--- src/rtl/pipe_hazard_ctrl.sv ---
// rtl/pipe_hazard_ctrl.sv - pipeline stall/flush sequencer for the 5-stage core
// Drives PC and stage-register en/clear pairs; counts stall cycles and branch flushes.
module pipe_hazard_ctrl #(
  parameter int MEM_LAT = 1,
  parameter int CNT_W   = 32
) (
  input  logic             clk,
  input  logic             rst_n,
  input  logic [4:0]       id_rs,
  input  logic [4:0]       id_rt,
  input  logic             id_use_rs,
  input  logic             id_use_rt,
  input  logic             ex_r_datamem,
  input  logic             ex_regfile_w_en,
  input  logic [4:0]       ex_regfile_req_w,
  input  logic             ex_branch_taken,
  input  logic             mem_access,
  input  logic             wb_halt,
  input  logic             resume,
  output logic             pc_en,
  output logic             en_ps1,
  output logic             en_ps2,
  output logic             en_ps3,
  output logic             en_ps4,
  output logic             clear_ps1,
  output logic             clear_ps2,
  output logic             clear_ps3,
  output logic             clear_ps4,
  output logic             halted,
  output logic [CNT_W-1:0] stall_cnt,
  output logic [CNT_W-1:0] flush_cnt
);

  localparam int WW = (MEM_LAT > 1) ? $clog2(MEM_LAT) : 1;
  localparam logic [WW-1:0] LAST_WAIT = WW'(MEM_LAT - 1);
  localparam bit MULTI = (MEM_LAT > 1);

  typedef enum logic [1:0] {RUN, MEMWAIT, HALT} state_t;

  state_t        state, state_nxt;
  logic [WW-1:0] wait_cnt, wait_nxt;
  logic          flush_evt;
  logic          load_use;

  assign load_use = ex_r_datamem && ex_regfile_w_en && (ex_regfile_req_w != 5'd0) &&
                    ((id_use_rs && (id_rs == ex_regfile_req_w)) ||
                     (id_use_rt && (id_rt == ex_regfile_req_w)));

  assign halted = (state == HALT);

  always_comb begin
    state_nxt = state;
    wait_nxt  = wait_cnt;
    flush_evt = 1'b0;
    pc_en     = 1'b1;
    en_ps1    = 1'b1;
    en_ps2    = 1'b1;
    en_ps3    = 1'b1;
    en_ps4    = 1'b1;
    clear_ps1 = 1'b1;
    clear_ps2 = 1'b1;
    clear_ps3 = 1'b1;
    clear_ps4 = 1'b1;
    if (state == HALT) begin
      wait_nxt = '0;
      pc_en    = 1'b0;
      en_ps1   = 1'b0;
      en_ps2   = 1'b0;
      en_ps3   = 1'b0;
      if (resume) begin
        // Bubble replaces the syscall in WB; MEM moves on the following cycle.
        clear_ps4 = 1'b0;
        state_nxt = RUN;
      end else begin
        en_ps4 = 1'b0;
      end
    end else if (wb_halt) begin
      pc_en     = 1'b0;
      en_ps1    = 1'b0;
      en_ps2    = 1'b0;
      en_ps3    = 1'b0;
      en_ps4    = 1'b0;
      wait_nxt  = '0;
      state_nxt = HALT;
    end else if (MULTI && mem_access && (wait_cnt < LAST_WAIT)) begin
      pc_en     = 1'b0;
      en_ps1    = 1'b0;
      en_ps2    = 1'b0;
      en_ps3    = 1'b0;
      clear_ps4 = 1'b0;
      wait_nxt  = wait_cnt + WW'(1);
      state_nxt = MEMWAIT;
    end else begin
      wait_nxt  = '0;
      state_nxt = RUN;
      if (ex_branch_taken) begin
        clear_ps1 = 1'b0;
        clear_ps2 = 1'b0;
        flush_evt = 1'b1;
      end else if (load_use) begin
        pc_en     = 1'b0;
        en_ps1    = 1'b0;
        clear_ps2 = 1'b0;
      end
    end
  end

  always_ff @(posedge clk or negedge rst_n) begin
    if (!rst_n) begin
      state    <= RUN;
      wait_cnt <= '0;
    end else begin
      state    <= state_nxt;
      wait_cnt <= wait_nxt;
    end
  end

  always_ff @(posedge clk or negedge rst_n) begin
    if (!rst_n) begin
      stall_cnt <= '0;
      flush_cnt <= '0;
    end else begin
      if (!pc_en && (stall_cnt != '1)) stall_cnt <= stall_cnt + CNT_W'(1);
      if (flush_evt && (flush_cnt != '1)) flush_cnt <= flush_cnt + CNT_W'(1);
    end
  end

endmodule

--- config.mk ---
export PLATFORM = sky130hd
export DESIGN_NAME = pipe_hazard_ctrl
export DESIGN_NICKNAME = d
export VERILOG_FILES = /design/src/rtl/pipe_hazard_ctrl.sv
export SDC_FILE = /design/constraint.sdc
export NUM_CORES = 1
export LEC_CHECK = 0
export CORE_MARGIN = 2
export CORE_UTILIZATION = 40
export DETAILED_ROUTE_END_ITERATION = 12
export GPL_TIMING_DRIVEN = 0
export PLACE_DENSITY = 0.77
export SLEW_MARGIN = 0
export SYNTH_ARGS = -nofsm -noshare
export SYNTH_HDL_FRONTEND = slang
export SYNTH_SLANG_ARGS = --single-unit
export TNS_END_PERCENT = 50
--- constraint.sdc ---
create_clock -name clk -period 3 [get_ports clk]
set_clock_uncertainty 0.05 [all_clocks]
set_input_delay 0.9 -clock clk [delete_from_list [all_inputs] [get_ports clk]]
set_output_delay 0.9 -clock clk [all_outputs]
set_load 0.05 [all_outputs]
---- Word-level counts from Yosys, hierarchy flattened ----
Cells that the tools add are included.
Widths: inputs -> output; s select.
storage, ports and cells
  register bits after elaboration ......... 66
  word-level logic and storage cells ...... 43
cells by class
  add/subtract/negate cells ............... 2
  reductions and logical operators ........ 10
  mux-type cells .......................... 22
  equality and inequality tests ........... 6
operators with widths
  cell                   number
  $add 32x1->32 const B  2
  $ne 32x32->1 const B   2
  $mux 1                 19
  $eq 5x5->1             2
  $logic_and 1x1->1      7
  $mux 2                 3
  $reduce_bool 5->1      1
  $eq 2x2->1 const B     1
  $ne 2x2->1 const B     1
  $logic_not 1->1        1
  $logic_or 1x1->1       1

---- Depth between registers and ports, before layout ----
  word-level depth ........................ 10
  mapped depth ............................ 8
  mapped depth without buffers ............ 7

---- Worst setup path after synthesis ----
Ideal clock, no wire load.
  path type ............................... input to output
  from .................................... input ex_regfile_req_w[0]
  to ...................................... output pc_en
  stages on the path ...................... 4
  slack ................................... -0.579 ns
  data required time ...................... 2.050 ns
  arrival time ............................ 2.629 ns
  cell sequence ........................... or3_1 o311a_1 a311oi_4 buf_4
on the way
  word-level cells in the longest chain between the ends .. 8
ends and longest elaborated chain
  what                                         RTL line  text
  start, declared                              15        input logic [4:0] ex_regfile_req_w,
  $eq 5x5->1, on equally long branches         46, 47
  $logic_and 1x1->1, on equally long branches  46, 47
  $logic_or 1x1->1                             46        ((id_use_rs && (id_rs == ex_regfile_req_w)) ||
  $logic_and 1x1->1 *                          45        assign load_use = ex_r_datamem && ex_regfile_w_en && (ex_regfile_req_w != 5'd0) &&
  $mux 1 * (4 in series)                       n/a
  end, declared                                20        output logic pc_en,
Every way passes the cells marked *; elsewhere a longest branch is shown, timed or not.

---- Worst setup path in the final report ----
  from .................................... input ex_regfile_req_w[0]
  to ...................................... output pc_en
on the way
  word-level cells in the longest chain between the ends .. 8
ends and longest elaborated chain
  what                                         RTL line  text
  $eq 5x5->1, on equally long branches         46, 47
  $logic_and 1x1->1, on equally long branches  46, 47
  $logic_or 1x1->1                             46
  $logic_and 1x1->1 *                          45
  $mux 1 *                                     100       end else if (load_use) begin
  $mux 1 *                                     96        if (ex_branch_taken) begin
  $mux 1 *                                     77        end else if (wb_halt) begin
  $mux 1 *                                     64        if (state == HALT) begin
Marks and branches as above.

==> flow_metrics.env <==
export IMPL_outcome="complete, but fails checks"
export IMPL_violations="negative setup slack"
export IMPL_antenna_cells=0
export IMPL_tightest_slew_ns=0.8094
export IMPL_drive_gt1_frac=0.1346
export IMPL_netSwitchingFraction=0.3566
export IMPL_fin_crit_sh=1.091
export IMPL_synth_area_top_cells="dfrtp_1, xnor2_1, xor2_1"
export IMPL_gr_usage_all_layers=0.1941
export IMPL_critPathMaxFanout=3
export IMPL_die_area_um2=8923
export IMPL_cts_inserted_buffers=9
export IMPL_syn_nets=339
export IMPL_port_buffer_count=96
export IMPL_hold_violations=0
export IMPL_syn_area_um2=3273
export IMPL_nNetsFinal=453
export IMPL_drtIter0Drc=102
export IMPL_pwr_share_clk=0.333
export IMPL_synth_main_ff_cell="dfrtp_1"
export IMPL_gp_congestion=0.8511
export IMPL_setup_viol=3
export IMPL_post_route_util=0.6027
export IMPL_seqPwrFrac=0.364
export IMPL_die_x_um=94.46
export IMPL_crit_buf_inv=3
export IMPL_rows=32
export IMPL_routed_via_density=5.088
export IMPL_ys_ff_latch=65
export IMPL_syn2layout_area_growth_pct=44.50
export IMPL_path_cells="buf_8 > or3_1 > o311a_1 > a311oi_4 > buf_6 > buf_8"
export IMPL_hp_class="register to register"
export IMPL_postRouteWirelength_um=8113
export IMPL_design_core_area_um2=7848
export IMPL_slew_violations=0
export IMPL_leakage_nw=2.010
export IMPL_crit_required_ns=2.05
export IMPL_worst_slack_ns=-0.2732
export IMPL_clk_latency_ns=0.34
export IMPL_drt_pass1_iter_count=4
export IMPL_async_flop_share=1.000
export IMPL_worst_ep_arrival_time_ns=2.32
export IMPL_critical_path_depth=6
export IMPL_synth_cell_types=35
export IMPL_slew_headroom=0.4604
export IMPL_yosysWarnings=0
export IMPL_p_int_mw=1.972
export IMPL_vias=2712
export IMPL_cts_sinks=65
export IMPL_synth_edf_count=0
export IMPL_finalPower_mw=3.065
export IMPL_clk_path_buf_depth=2
export IMPL_cts_tree="yes"
export IMPL_max_stage_delay_ns=0.38
export IMPL_grt_pass1_vias=2813
export IMPL_rsz0062_at_grt="yes"
export IMPL_path_delay_family="compound AO/OA/AOI/OAI gates"
export IMPL_num_io_pins=99
export IMPL_hpwlAfterDp_um=5855
export IMPL_grt_max_degree=66
export IMPL_synth_yosys_seq_area_share=0.4969
export IMPL_worst_path_most_repeated_cell="buf_8"
export IMPL_final_common_cell="clkdlybuf4s50_1"
export IMPL_startpoint_type="input pin"
export IMPL_crit_slowest_cell="or3_1"
export IMPL_power_frac_comb=0.304
export IMPL_hold_path_cell_count=1
export IMPL_maxCapViolations=0
export IMPL_fmax_mhz=305.5
export IMPL_p_sw_mw=1.093
export IMPL_mostFrequentLayoutCells="clkdlybuf4s50_1, dfrtp_1, xnor2_1, nand2_1, xor2_1"
export IMPL_setup_worst_path_end_class="primary output"
export IMPL_cts_root_buffer="clkbuf_8"
export IMPL_r2r_cells=7
export IMPL_critical_path_class="input pin to primary output"
export IMPL_start_util=0.4171
export IMPL_p_per_area_nw_per_um2=648.0
export IMPL_die_h_um=94.46
export IMPL_grt_remaining_overflow=0
export IMPL_irDropWorstVdd_v=0.0004989
export IMPL_cts_clk_slew_worst_paths_ns=0.08
export IMPL_htreeDepth=3
export IMPL_antenna_found_initial=0
export IMPL_routedWlPerCell_um=15.22
export IMPL_netlist_instances=312
export IMPL_grt_pass1_wl_um=13530
export IMPL_avgSynthCellArea_um2=10.49
export IMPL_antenna_left=0
export IMPL_drc=0
export IMPL_yosysTopAreaCell="dfrtp_1"
export IMPL_yosysTopAreaCellShare=0.4969
export IMPL_fin_crit_ns=3.273
Yosys cell counts, types with 2 or more instances:
cell      instances
nor4_1            6
nand2_1          41
inv_1             5
xnor2_1          48
nor3_2            3
nand3_1          22
buf_4             3
a21oi_1           5
and3_1            6
nor3_1           12
nor4_2            3
xor2_1           23
nand2b_1          4
buf_6             2
dfrtp_1          65
nand4_1          21
ha_1              2
nor4b_2           2
nor2_1           20
buf_2             2
or3_1             3
worst paths after layout:
path,startpoint,to,slack [ns]
min reg2reg,stall_cnt[31],stall_cnt[31],0.45
min in group asynchronous,rst_n,stall_cnt[21],0.59
min,stall_cnt[31],stall_cnt[31],0.45
max in group asynchronous,rst_n,flush_cnt[25],1.76
max reg2reg,flush_cnt[3],flush_cnt[25],0.63
max,ex_regfile_req_w[0],pc_en,-0.27
layout make-up:
class                      count  area [um2]
tap                          102       127.6
inverter                       5       18.77
sequential                    65        1627
buffer                         8       62.56
fill                         679        3118
clock buffer                  10       137.6
clock inverter                 6       137.6
multi-input combinational    234        1587
timing repair buffer         103        1032
metal layers:
layer	global-route usage	share of wire	wire (um)
met1	0.2341	0.41	3362
met2	0.3304	0.51	4104
met3	0.06704	0.071	573
met4	0.05556	0.0089	72
met5	0	0	0
repair_timing:
item	4_1_cts	5_1_grt
hold buffers	0	0
pin swaps	5	10
buffers inserted	2	5
setup endpoints to repair	8	11
gates resized for setup	51	17
power by group through the flow:
stage / clock [mW] / combinational (mW) / sequential, mW
floorplan: 0 / 0.247 / 1.45
finish: 1.02 / 0.931 / 1.11
global route: 1.08 / 0.984 / 1.13
CTS: 1.04 / 0.930 / 1.11
detailed placement: 0 / 0.928 / 1.13
global placement: 0 / 0.915 / 1.13
stage by stage:
stage | cells | hold WS, ns | TNS (ns) | cell area (um2) | setup slack, ns
2_1_floorplan | 312 | 0.5544 | -0.6269 | 3282 | -0.4403
4_1_cts | 528 | 0.4473 | -1.245 | 4652 | -0.3566
6_report | 533 | 0.4473 | -0.6155 | 4730 | -0.2732
3_5_place_dp | 510 | 0.4346 | -12.22 | 4368 | -1.392
5_1_grt | 533 | 0.4632 | -0.7652 | 4730 | -0.3097
3_3_place_gp | 510 | 0.4250 | -85.88 | 4370 | -1.379
state kept, by name, indices dropped and copies added, names as in the netlist:
register,cells
state,1
stall_cnt,32
flush_cnt,32
kinds of logic after synthesis:
group                      count (synthesis)  synth area share
and+or+nand+nor                          148            0.2443
xor gates and xnor gates                  71            0.1900
DFF                                       65            0.4969
buffers and inverters                     13           0.02370
AOI/OAI and AO/OA                         11           0.03287
adders and majority gates                  2          0.007644
other                                      1          0.001146
muxes                                      1          0.003440
(Power assumes the default switching activity.)
